$ cat config.mk
export PLATFORM = sky130hd
export DESIGN_NAME = rgb_pwm_gen
export DESIGN_NICKNAME = d
export VERILOG_FILES = /design/src/rtl/rgb_pwm_pkg.sv /design/src/rtl/pwm_channel.sv /design/src/rtl/rgb_pwm_gen.sv
export SDC_FILE = /design/constraint.sdc
export NUM_CORES = 1
export LEC_CHECK = 0
export ABC_AREA = 1
export BUFFER_PORTS_ARGS = -buffer_cell sky130_fd_sc_hd__buf_2
export CAP_MARGIN = 15
export CORE_MARGIN = 2
export CORE_UTILIZATION = 50
export CTS_BUF_LIST = sky130_fd_sc_hd__clkbuf_4 sky130_fd_sc_hd__clkbuf_8 sky130_fd_sc_hd__clkbuf_16
export CTS_CLUSTER_SIZE = 8
export DETAILED_ROUTE_END_ITERATION = 12
export PLACE_DENSITY = 0.73
export SETUP_SLACK_MARGIN = 0.15
export SLEW_MARGIN = 40
export SYNTH_ARGS = -nofsm -noshare
export SYNTH_HDL_FRONTEND = slang
export SYNTH_SLANG_ARGS = --single-unit
$ cat constraint.sdc
create_clock -name clk -period 1.6 [get_ports clk]
set_input_delay 0.24 -clock clk [delete_from_list [all_inputs] [get_ports clk]]
set_output_delay 0.24 -clock clk [all_outputs]
set_load 0.005 [all_outputs]
$ cat src/rtl/rgb_pwm_pkg.sv
// Shared constants for the RGB PWM generator: channel indices and default sizing.
package rgb_pwm_pkg;

  localparam int unsigned PWM_BITS_DEF = 8;
  localparam int unsigned PRESCALE_DEF = 187;

  localparam logic [1:0] CH_RED   = 2'd0;
  localparam logic [1:0] CH_GREEN = 2'd1;
  localparam logic [1:0] CH_BLUE  = 2'd2;
  localparam logic [1:0] CH_ALL   = 2'd3;

  // True when a write addressed to chan targets channel idx (CH_ALL hits every channel).
  function automatic logic chan_sel(input logic [1:0] chan, input logic [1:0] idx);
    return (chan == CH_ALL) || (chan == idx);
  endfunction

endpackage

$ cat src/rtl/pwm_channel.sv
// One PWM channel: shadow/active duty pair, commit stepper and registered compare output.
// RGB_PWM_FADE_EN: commit steps active one count toward shadow instead of jumping to it.
module pwm_channel
  import rgb_pwm_pkg::*;
#(
  parameter int unsigned PWM_BITS = PWM_BITS_DEF
) (
  input  logic                clk,
  input  logic                rst,
  input  logic                i_load,
  input  logic [PWM_BITS-1:0] i_level,
  input  logic                i_commit,
  input  logic [PWM_BITS-1:0] i_cnt,
  output logic                o_pwm
);

  logic [PWM_BITS-1:0] r_shadow;
  logic [PWM_BITS-1:0] r_active;
  logic                r_pwm;

  always_ff @(posedge clk) begin
    if (rst) begin
      r_shadow <= '0;
      r_active <= '0;
      r_pwm    <= 1'b0;
    end else begin
      if (i_load) begin
        r_shadow <= i_level;
      end
      // Commit reads the pre-write shadow, so a same-cycle write waits one period.
      if (i_commit) begin
`ifdef RGB_PWM_FADE_EN
        if (r_active < r_shadow) begin
          r_active <= r_active + 1'b1;
        end else if (r_active > r_shadow) begin
          r_active <= r_active - 1'b1;
        end
`else
        r_active <= r_shadow;
`endif
      end
      r_pwm <= (i_cnt < r_active);
    end
  end

  assign o_pwm = r_pwm;

endmodule

$ cat src/rtl/rgb_pwm_gen.sv
// RGB PWM source for the LED driver macro: prescaler, period counter, commit strobe and
// write handshake; per-channel duty lives in pwm_channel. Honours RGB_PWM_FADE_EN.
module rgb_pwm_gen
  import rgb_pwm_pkg::*;
#(
  parameter int unsigned PWM_BITS = PWM_BITS_DEF,
  parameter int unsigned PRESCALE = PRESCALE_DEF
) (
  input  logic                clk,
  input  logic                rst,
  input  logic                wr_valid,
  output logic                wr_ready,
  input  logic [1:0]          wr_chan,
  input  logic [PWM_BITS-1:0] wr_level,
  output logic                pwm_r,
  output logic                pwm_g,
  output logic                pwm_b,
  output logic                period_start
);

  localparam int unsigned PS_W = (PRESCALE > 1) ? $clog2(PRESCALE) : 1;
  localparam logic [PS_W-1:0] PS_MAX = PS_W'(PRESCALE - 1);

  logic [PS_W-1:0]     r_prescale;
  logic [PWM_BITS-1:0] r_cnt;
  logic                r_ready;
  logic                r_period_start;

  logic       w_tick;
  logic       w_commit;
  logic       w_accept;
  logic [2:0] w_pwm;

  assign w_tick   = (r_prescale == PS_MAX);
  assign w_commit = w_tick && (r_cnt == '1);
  assign w_accept = wr_valid && r_ready;

  always_ff @(posedge clk) begin
    if (rst) begin
      r_prescale     <= '0;
      r_cnt          <= '0;
      r_ready        <= 1'b0;
      r_period_start <= 1'b0;
    end else begin
      r_ready        <= 1'b1;
      r_period_start <= w_commit;
      if (w_tick) begin
        r_prescale <= '0;
        r_cnt      <= r_cnt + 1'b1;
      end else begin
        r_prescale <= r_prescale + 1'b1;
      end
    end
  end

  for (genvar g = 0; g < 3; g++) begin : g_chan
    pwm_channel #(
      .PWM_BITS(PWM_BITS)
    ) u_chan (
      .clk     (clk),
      .rst     (rst),
      .i_load  (w_accept && chan_sel(wr_chan, 2'(g))),
      .i_level (wr_level),
      .i_commit(w_commit),
      .i_cnt   (r_cnt),
      .o_pwm   (w_pwm[g])
    );
  end

  assign wr_ready     = r_ready;
  assign period_start = r_period_start;
  assign pwm_r        = w_pwm[CH_RED];
  assign pwm_g        = w_pwm[CH_GREEN];
  assign pwm_b        = w_pwm[CH_BLUE];

endmodule

==> results by group, run 1 <==
Clock tree
  • Worst-skew pair later-pin latency: between 300 and 400 ps
  • CTS tree: yes
  • CTS clock-pin slew for the worst setup and hold paths: 90 ps
  • CTS HTree Levels: 3
  • Clock sink count: between 60 and 70
  • Root buffer cell: clkbuf_8
  • Number of CTS-inserted buffers: 9
  • CTS max path bufs: 2

Setup path
  • Cell family with most CP delay: simple AND/OR/NAND/NOR gates
  • Flop2flop setup slack: approximately 140 ps
  • CP peak stage delay: between 300 and 400 ps
  • Critical path arrival: 1690 ps
  • R2r startpoint: r_cnt[1]
  • WP buf/inv: 2
  • Critical Path Start: r_cnt[1]
  • CP required: 1830 ps
  • Worst Setup Start Kind: flip-flop
  • Crit-path cells: ha_4 > nand2_2 > inv_2 > nand2_4 > nor2_8 > buf_6 > nand2_8 > nand2_1 > a21oi_2
  • Kind of critical path: reg -> reg
  • Critical path peak fanout: 6
  • CP Capture Type: flip-flop
  • Slowest CP cell: dfxtp_2

Place
  • Placed Area: between 3000 and 4000 um^2
  • IO Port Bufs: 17
  • HPWL Detailed: 5020 um
  • Setup Slack @ Placement: between 150 and 200 ps
  • Placed Instances: 520
  • RePlAce Congestion: about 0.83

Power and ir drop
  • Int Pwr: about 2.7 mW
  • Sequential group share of total power: 0.497
  • PwrDens: slightly below 900 nW/um^2
  • Switching Share: 0.241
  • Total leakage power: between 1.5 and 2 nW
  • Psw: approximately 0.86 mW
  • Design Power: ~3.6 mW
  • Clock power share: 0.458
  • Combinational Power Share: 0.045
  • VDD IR-drop max: 0.000602 V

Detailed routing
  • Via count: around 2,900
  • Detailed Route Iter0 Violations: 175
  • Number of remaining DRC errors: 0
  • Drt pass-1 iters: 4
  • Final wirelength: roughly 7500 um
  • Vias per cell: approximately 5.3
  • Post-DRT Antenna Nets: 0
  • Routed WL per cell: ~14 um

STA
  • Fmax: slightly below 700 MHz
  • Layout Skew: about 10 ps
  • Final setup violation count: 0
  • Final worst slack: 139 ps
  • RSZ-0062 raised after global routing: yes
  • Max Transition Viols Final: 0
  • Hold WS: ~170 ps
  • Period utilization: 0.913
  • Worst rel slew slack: 0.751
  • Worst-margin pin slew: 373 ps
  • Fin crit period: roughly 1500 ps
  • Final Hold Violating Endpoints: 0
  • Setup TNS: 0 ps

Synth
  • Seq/Total Area, Yosys: 0.418
  • Post-synthesis register bit count: 69
  • Synth Flop Type: dfxtp_1
  • Ys async rst share: 0
  • Yosys top cell area share: 0.418
  • YS warnings: 0
  • Synth area leaders: dfxtp_1 (42%), ha_1 (10%), nand2_1 (8.8%), a21oi_1 (7.1%), nor2_1 (6.3%)
  • Mapped cell area: about 3300 um^2
  • Library cell with the largest summed area after synthesis: dfxtp_1
  • Post-synth cell types: 29
  • Number of synthesized flops with an enable pin: 0
  • Syn avg cell area: slightly below 8 um^2
  • Post-synth net total: around 470
  • Synth Instances: approximately 430

Global routing
  • Gr ovfl total: 0
  • Number of global-route vias before repair: 2,598
  • Gr usage total: 0.206
  • Largest net degree at the start of global routing: 32
  • Initial antenna violation count: 0
  • First-pass GRT wire length: about 12,000 um

Finish
  • Share of cells above drive strength 1: 0.193
  • Layout net count: 506
  • Area Overhead vs Synth: 21.0%
  • Final Non-Filler Cells: between 500 and 600
  • Fill count: about 500
  • Final Cell Area: about 4000 um^2
  • Finished Core Util: 0.629
  • Diode count: 0

Floorplan
  • Die Y: around 85 um
  • Die area: approximately 7300 um^2
  • Core Rows: 29
  • Core Region: between 6000 and 7000 um^2
  • Initial Util: 0.520
  • IO Count: 18
  • Die Span X: approximately 85 um

Hold path
  • Hold path start: wr_level[2]
  • Class of the tightest hold or removal check: in -> reg

Run status
  • Run status: finished, final reports clean

Job
  • Max cap viols: 0
power groups by stage:
stage               registers (mW)  clock network [mW]  logic (mW)
CTS                           1.78                1.66       0.158
finish                        1.78                1.64       0.160
global route                  1.78                1.74       0.182
detailed placement            1.82                   0       0.158
floorplan                     1.81                   0      0.0999
global placement              1.82                   0       0.152
state kept, by name, indices dropped and copies added, names as in the netlist:
register                flops
r_prescale                  8
g_chan.u_chan.r_active     24
g_chan.u_chan.o_pwm         3
r_cnt                       8
wr_ready                    1
g_chan.u_chan.r_shadow     24
period_start                1
cells in the mapped netlist (3+ instances only):
library cell and instances:
a21oi_1 47, buf_6 5, clkbuf_1 7, dfxtp_1 69, ha_1 27, inv_1 48
nand2_1 77, nand3_1 39, nand4_1 6, nor2_1 55, o21ai_0 20, o21bai_1 3
cell families (layout without fill, tap and decap cells):
logic type      count (synthesis)  after routing  synth area share
xor+xnor                        2              2           0.00531
flops                          69             69             0.418
buf+inv                        66            107            0.0944
fa+ha+maj                      27             27             0.102
simple gates                  191            193             0.266
compound gates                 73             73             0.113
cell type report:
class	count	area [um^2]	area share
multi-input cells	295	1720	0.432
flip-flops and latches	69	1390	0.348
repair buffers	41	364	0.0912
inverters	50	189	0.0473
clock buffers	9	124	0.0310
clock inverters	7	106	0.0266
well taps	77	96.3	0.0241
metal layers:
layer	vias to the layer above	wire length (um)	global-route usage
met5	-	0	0
met2	83	3500	0.304
met1	1332	3450	0.283
li1	1476	-	-
met4	0	232	0.120
met3	20	325	0.0331
timing repair:
item	CTS	global route
gates cloned	0	5
hold buffers	0	0
gates resized for setup	0	33
endpoints found under the setup margin	1	31
pin swaps	1	15
buffers inserted	0	7
worst paths after layout:
| check | end | depth (start not counted) |
|---|---|---|
| worst max-delay path | g_chan[0].u_chan.r_active[6] | 9 |
| worst min-delay path | g_chan[1].u_chan.r_shadow[2] | 3 |
| worst max register to register | g_chan[0].u_chan.r_active[6] | 9 |
| worst min register to register | r_prescale[0] | 1 |
layout by cell type (no fill, tap or decap), drive strengths merged:
master | Yosys | final
xnor2 | 1 | 1
clkbuf | 7 | 11
nand2 | 81 | 83
buf | 9 | 39
nor3 | 1 | 1
inv | 49 | 51
nand3 | 41 | 41
a31oi | 1 | 1
nand4 | 7 | 7
bufinv | 0 | 2
nor4 | 1 | 1
o21bai | 3 | 3
dfxtp | 69 | 69
nand3b | 2 | 2
nor2 | 57 | 57
o21ai | 22 | 22
ha | 27 | 27
xor2 | 1 | 1
nor3b | 1 | 1
clkinv | 1 | 4
a21oi | 47 | 47
tightest hold or removal path, cell delays in order:
cell and delay (ps):
buf_2 100, o21ai_0 80, nor2_1 70
Note: power is estimated with default switching activity, not from simulation.
==> run 2, diff against run 1 <==
--- a/config.mk
+++ b/config.mk
@@ -5,7 +5,6 @@
 export SDC_FILE = /design/constraint.sdc
 export NUM_CORES = 1
 export LEC_CHECK = 0
-export ABC_AREA = 1
 export BUFFER_PORTS_ARGS = -buffer_cell sky130_fd_sc_hd__buf_2
 export CAP_MARGIN = 15
 export CORE_MARGIN = 2
==> run 2 against run 1 <==
The run now ends with setup timing left; hold slack got worse by 28 ps; largest power group unchanged; wire length rose by 8.6%; sequential share of layout area fell by 2.2 points; global-route usage rose by 1.2 points; clock power fell by 13%; critical path type unchanged; maximum frequency fell by 13%.
==> results by group, run 2 <==
Hold path
  • Class of the tightest hold or removal check: in -> reg
  • Hold Path Stages: 3 (unchanged)

STA
  • RSZ-0062 raised after global routing: yes
  • Layout Skew: 13.4 ps (+3.56 ps)
  • Fmax: 598 MHz (-13%)
  • Worst rel slew slack: 0.723 (-0.0286)
  • Final setup violation count: 16 (+16)
  • Fin crit period: 1670 ps (+211 ps)
  • Worst-margin pin slew: 416 ps (+42.9 ps)
  • Final worst slack: -71.6 ps (-211 ps)
  • Period utilization: 1.04 (+0.132)
  • Hold WS: 137 ps (-28.3 ps)
  • Setup TNS: -447 ps (-447 ps)
  • Max Transition Viols Final: 0 (unchanged)
  • Final Hold Violating Endpoints: 0 (unchanged)

Global routing
  • First-pass GRT wire length: 12,400 um (+4.4%)
  • Number of global-route vias before repair: 2,599 (+0.038%)
  • Gr ovfl total: 0 (unchanged)
  • Largest net degree at the start of global routing: 51 (+59%)
  • Gr usage total: 0.217 (+0.0118)
  • Initial antenna violation count: 0 (unchanged)

Floorplan
  • Die area: 7280 um^2 (+0.21%)
  • Core Rows: 29 (unchanged)
  • Die Span X: 85.3 um (+0.11%)
  • Initial Util: 0.518 (-0.00178)
  • IO Count: 18 (unchanged)
  • Core Region: 6390 um^2 (+0.57%)
  • Die Y: 85.3 um (+0.11%)

Power and ir drop
  • Combinational Power Share: 0.062 (+0.017)
  • PwrDens: 793 nW/um^2 (-11%)
  • Design Power: 3.41 mW (-4.6%)
  • Switching Share: 0.248 (+0.00658)
  • Clock power share: 0.420 (-0.038)
  • Int Pwr: 2.56 mW (-5.4%)
  • Sequential group share of total power: 0.519 (+0.022)
  • Total leakage power: 1.73 nW (+2.5%)
  • VDD IR-drop max: 0.000521 V (-13%)
  • Psw: 0.845 mW (-2.0%)

Clock tree
  • CTS max path bufs: 2 (unchanged)
  • Root buffer cell: clkbuf_8
  • CTS tree: yes
  • CTS clock-pin slew for the worst setup and hold paths: 80 ps (about the same)
  • Number of CTS-inserted buffers: 9 (unchanged)
  • Cts hold-fix bufs: 0 (unchanged)
  • Clock sink count: 69 (unchanged)
  • Worst-skew pair later-pin latency: 360 ps (about the same)
  • CTS HTree Levels: 3 (unchanged)

Finish
  • Final Cell Area: 4300 um^2 (+7.7%)
  • Layout net count: 449 (-11%)
  • Diode count: 0 (unchanged)
  • Final Non-Filler Cells: 491 (-10%)
  • Top Registers: g_chan.u_chan.r_active x24, g_chan.u_chan.r_shadow x24
  • Finished Core Util: 0.673 (+0.0444)
  • Area Overhead vs Synth: 30.0%
  • Share of cells above drive strength 1: 0.292 (+0.0991)
  • Fill count: 478 (-4.8%)
  • Commonest cells after routing, fill and taps aside: dfxtp_1 (57), nand2_1 (50), mux2i_1 (48), nor2_1 (32), inv_1 (26)
  • Most common cell after layout, fill and taps aside: dfxtp_1

Detailed routing
  • Detailed Route Iter0 Violations: 164 (-6.3%)
  • Post-DRT Antenna Nets: 0 (unchanged)
  • Drt pass-1 iters: 5 (+1)
  • Final wirelength: 8160 um (+8.6%)
  • Routed WL per cell: 16.6 um (+21%)
  • Vias per cell: 5.55 (+4.6%)
  • Number of remaining DRC errors: 0 (unchanged)
  • Via count: 2,727 (-6.3%)

Synth
  • Count leader, synth: dfxtp_1
  • Synth Instances: 357 (-17%)
  • Library cell with the largest summed area after synthesis: dfxtp_1
  • Yosys top cell area share: 0.418 (-0.000950)
  • Seq/Total Area, Yosys: 0.418 (-0.000950)
  • Synth area leaders: dfxtp_1 (42%), mux2i_1 (15%), ha_1 (10%), nand2_1 (5.7%), nor2_1 (3.6%)
  • YS warnings: 0 (unchanged)
  • Number of synthesized flops with an enable pin: 0 (unchanged)
  • Synth Flop Type: dfxtp_1
  • Syn avg cell area: 9.27 um^2 (+20%)
  • Post-synthesis register bit count: 69 (unchanged)
  • Ys async rst share: 0 (unchanged)
  • Mapped cell area: 3310 um^2 (+0.23%)
  • Post-synth net total: 397 (-15%)
  • List of most frequent post-synthesis cells: dfxtp_1 (69), nand2_1 (50), mux2i_1 (48)
  • Post-synth cell types: 38 (+31%)

Setup path
  • Kind of critical path: reg -> reg
  • CP required: 1880 ps (+50 ps)
  • CP Capture Type: flip-flop
  • Register-to-Register Path Depth: 6 (-3)
  • Critical path peak fanout: 7 (+1)
  • Worst Setup Start Kind: flip-flop
  • Critical path arrival: 1950 ps (+260 ps)

Job
  • Max cap viols: 0 (unchanged)

Place
  • RePlAce Congestion: 0.856 (+2.7%)
  • IO Port Bufs: 17 (unchanged)
  • Placed Area: 3650 um^2 (+4.5%)
  • Placed Instances: 457 (-12%)
  • HPWL Detailed: 4690 um (-6.6%)
  • Setup Slack @ Placement: -82.4 ps (-282 ps)

Run status
  • Run status: complete, but fails checks
  • Failing checks: setup timing
run 2: layout make-up:
| type | instances | area (um^2) | share of cell area |
|---|---|---|---|
| well taps | 77 | 96.3 | 0.0224 |
| multi-input cells | 245 | 1990 | 0.462 |
| inverters | 29 | 109 | 0.0253 |
| clock buffers | 9 | 124 | 0.0288 |
| repair buffers | 55 | 508 | 0.118 |
| clock inverters | 7 | 72.6 | 0.0169 |
| flip-flops and latches | 69 | 1400 | 0.326 |
run 2: cells by family after synthesis:
kind of cell / share of synthesized area
flops: 0.418
xor+xnor: 0.00265
buf+inv: 0.0537
simple gates: 0.180
fa+ha+maj: 0.102
compound gates: 0.0889
mux: 0.155
run 2: path summary, 6_finish.rpt:
kind / from / to / slack [ps]
max: r_prescale[6] / g_chan[1].u_chan.r_active[3] / -70
min: wr_level[1] / g_chan[1].u_chan.r_shadow[1] / 140
max reg2reg: r_prescale[6] / g_chan[1].u_chan.r_active[3] / -70
min reg2reg: g_chan[2].u_chan.r_active[6] / g_chan[2].u_chan.r_active[6] / 460
run 2: layer usage:
metal | part of all wire | vias to the layer above | global-route usage
met5 | 0 | - | 0
met4 | 0.023 | 0 | 0.0779
met3 | 0.044 | 20 | 0.0652
met2 | 0.49 | 67 | 0.344
met1 | 0.45 | 1302 | 0.281
li1 | - | 1338 | -
run 2: power groups by stage:
stage	Clock (mW)	Sequential, mW	Combinational (mW)
finish	1.43	1.77	0.210
global route	1.53	1.77	0.234
CTS	1.46	1.77	0.207
detailed placement	0	1.81	0.203
global placement	0	1.81	0.197
floorplan	0	1.81	0.118
run 2: timing repair:
action / CTS / global route
setup buffers: 9 / 7
pin swaps: 13 / 20
endpoints found under the setup margin: 35 / 37
gates cloned: 2 / 1
gates resized for setup: 32 / 27
run 2: worst max-delay path: stages, from the launching register on:
cell	delay, ps
dfxtp_2	330
nand4bb_1	210
buf_6	170
nor4_4	310
buf_4	210
buf_16	140
mux2i_1	200
==> run 3, diff against run 2 <==
--- a/config.mk
+++ b/config.mk
@@ -7,12 +7,13 @@
 export LEC_CHECK = 0
 export BUFFER_PORTS_ARGS = -buffer_cell sky130_fd_sc_hd__buf_2
 export CAP_MARGIN = 15
+export CORE_ASPECT_RATIO = 0.9
 export CORE_MARGIN = 2
-export CORE_UTILIZATION = 50
+export CORE_UTILIZATION = 60
 export CTS_BUF_LIST = sky130_fd_sc_hd__clkbuf_4 sky130_fd_sc_hd__clkbuf_8 sky130_fd_sc_hd__clkbuf_16
 export CTS_CLUSTER_SIZE = 8
 export DETAILED_ROUTE_END_ITERATION = 12
-export PLACE_DENSITY = 0.73
+export PLACE_DENSITY = 0.84
 export SETUP_SLACK_MARGIN = 0.15
 export SLEW_MARGIN = 40
 export SYNTH_ARGS = -nofsm -noshare
==> run 3 against run 2 <==
The flow still finishes with violations (setup timing); global-route usage is 6.7 points higher; final area decreased by 2.4%; register-to-register slack barely moved; combinational power increased by 15%; non-clock buffer count decreased by 4; sequential share of layout area increased by 0.91 points; critical path type unchanged; critical endpoint is now g_chan[1].u_chan.r_active[7]; largest cell class unchanged.
==> results by group, run 3 (synthesized netlist as in run 2, its figures left out) <==
Clock tree
  • Number of CTS-inserted buffers: 9 (unchanged)
  • CTS max path bufs: 2 (unchanged)
  • Worst-skew pair later-pin latency: 350 ps (about the same)
  • Root buffer cell: clkbuf_8
  • Clock sink count: 69 (unchanged)
  • CTS tree: yes
  • Cts hold-fix bufs: 0 (unchanged)
  • CTS clock-pin slew for the worst setup and hold paths: 80 ps (about the same)
  • CTS HTree Levels: 3 (unchanged)

Place
  • Setup Slack @ Placement: -106 ps (-23.6 ps)
  • Placed Instances: 447 (-2.2%)
  • IO Port Bufs: 17 (unchanged)
  • RePlAce Congestion: 0.837 (-2.3%)
  • HPWL Detailed: 4810 um (+2.5%)
  • Placed Area: 3650 um^2 (unchanged)

STA
  • Setup TNS: -785 ps (-337 ps)
  • Period utilization: 1.05 (+0.00819)
  • Fmax: 594 MHz (-0.78%)
  • Hold WS: 148 ps (+10.9 ps)
  • Final worst slack: -84.7 ps (-13.1 ps)
  • Final Hold Violating Endpoints: 0 (unchanged)
  • Final setup violation count: 24 (+8)
  • Worst rel slew slack: 0.746 (+0.0230)
  • Fin crit period: 1680 ps (+13.1 ps)
  • Layout Skew: 12.6 ps (-0.766 ps)
  • Max Transition Viols Final: 0 (unchanged)
  • Worst-margin pin slew: 378 ps (-37.7 ps)
  • RSZ-0062 raised after global routing: yes

Power and ir drop
  • VDD IR-drop max: 0.000680 V (+31%)
  • PwrDens: 791 nW/um^2 (-0.17%)
  • Design Power: 3.32 mW (-2.5%)
  • Total leakage power: 1.67 nW (-3.8%)

Setup path
  • Kind of critical path: reg -> reg
  • Critical path arrival: 1950 ps (about the same)
  • CP Capture Type: flip-flop
  • Slowest CP cell: dfxtp_2
  • Critical path peak fanout: 7 (unchanged)
  • Crit-path cells: inv_2 > ha_4 > nand3_4 > nor4_4 > buf_6 > buf_12 > mux2i_1
  • CP peak stage delay: 330 ps (about the same)
  • CP required: 1860 ps (-20 ps)
  • Worst Setup Start Kind: flip-flop

Detailed routing
  • Vias per cell: 6.33 (+14%)
  • Detailed Route Iter0 Violations: 410 (+150%)
  • DR WL met3: 802 um (+120%)
  • Routed WL per cell: 20.9 um (+26%)
  • Final wirelength: 10000 um (+23%)
  • Metal-1 WL: 3890 um (+7.0%)
  • Met2 wire length: 4760 um (+20%)
  • Drt pass-1 iters: 5 (unchanged)
  • Post-DRT Antenna Nets: 0 (unchanged)
  • DR top layer: met4
  • Via count: 3,028 (+11%)
  • Number of remaining DRC errors: 0 (unchanged)

Global routing
  • Initial antenna violation count: 0 (unchanged)
  • Gr ovfl total: 0 (unchanged)
  • First-pass GRT wire length: 12,900 um (+4.0%)
  • Largest net degree at the start of global routing: 51 (unchanged)
  • Gr usage total: 0.284 (+0.0668)
  • Number of global-route vias before repair: 2,707 (+4.2%)

Finish
  • Most common cell after layout, fill and taps aside: dfxtp_1
  • Final Cell Area: 4200 um^2 (-2.4%)
  • Fill count: 294 (-38%)
  • Layout net count: 446 (-0.67%)
  • Diode count: 0 (unchanged)
  • Area Overhead vs Synth: 26.9%
  • Finished Core Util: 0.794 (+0.121)
  • Share of cells above drive strength 1: 0.292 (-0.000300)
  • Final Non-Filler Cells: 478 (-2.6%)
  • Commonest cells after routing, fill and taps aside: dfxtp_1 (53), nand2_1 (50), mux2i_1 (47), nor2_1 (32), inv_1 (27)
  • Top Registers: g_chan.u_chan.r_active x24, g_chan.u_chan.r_shadow x24

Floorplan
  • IO Count: 18 (unchanged)
  • Die Y: 74.4 um (-13%)
  • Initial Util: 0.626 (+0.108)
  • Die area: 6120 um^2 (-16%)
  • Core Rows: 25 (-14%)
  • Core Region: 5290 um^2 (-17%)
  • Die Span X: 82.3 um (-3.6%)

Run status
  • Run status: complete, but fails checks
  • Failing checks: setup timing

Hold path
  • Class of the tightest hold or removal check: in -> reg

Job
  • Max cap viols: 0 (unchanged)
[run 3: repair_timing]
| action | in CTS | in global routing |
|---|---|---|
| endpoints found under the setup margin | 34 | 41 |
| gates resized for setup | 19 | 32 |
| pin swaps | 8 | 16 |
| buffers inserted | 2 | 8 |
| cloned | 1 | 4 |
[run 3: path summary, 6_finish.rpt]
path / start / endpoint / slack (ps) / depth (start not counted)
worst min register to register: g_chan[2].u_chan.r_active[6] / g_chan[2].u_chan.r_active[6] / 470 / 2
worst min-delay path: wr_level[5] / g_chan[0].u_chan.r_shadow[5] / 150 / 3
worst max-delay path: r_prescale[0] / g_chan[1].u_chan.r_active[7] / -80 / 7
worst max register to register: r_prescale[0] / g_chan[1].u_chan.r_active[7] / -80 / 7
[run 3: cell type report]
class                      instances  area, um^2  area share
timing repair buffer              51         434       0.103
clock buffer                      11         145      0.0346
inverter                          29         109      0.0259
clock inverter                     5        35.0     0.00835
tap                               67        83.8      0.0200
multi-input combinational        246        1980       0.473
sequential                        69        1410       0.335
[run 3: per-layer routing]
metal  vias to the layer above  global-route usage
met4                         0               0.115
li1                       1341                   -
met2                       191               0.466
met5                         -                   0
met3                        57              0.0886
met1                      1439               0.348
[run 3: critical path: cells and delay by family, from the launching register on]
kind,cells,cell delay (ps)
buffers and inverters,3,410
DFF,1,330
muxes,1,240
adders and majority gates,1,150
and+or+nand+nor,2,450
[run 3: where the power goes]
part / internal (mW) / switching, mW / total, mW
clock network: 0.625 / 0.684 / 1.31
registers: 1.75 / 0.0249 / 1.77
logic: 0.105 / 0.137 / 0.242
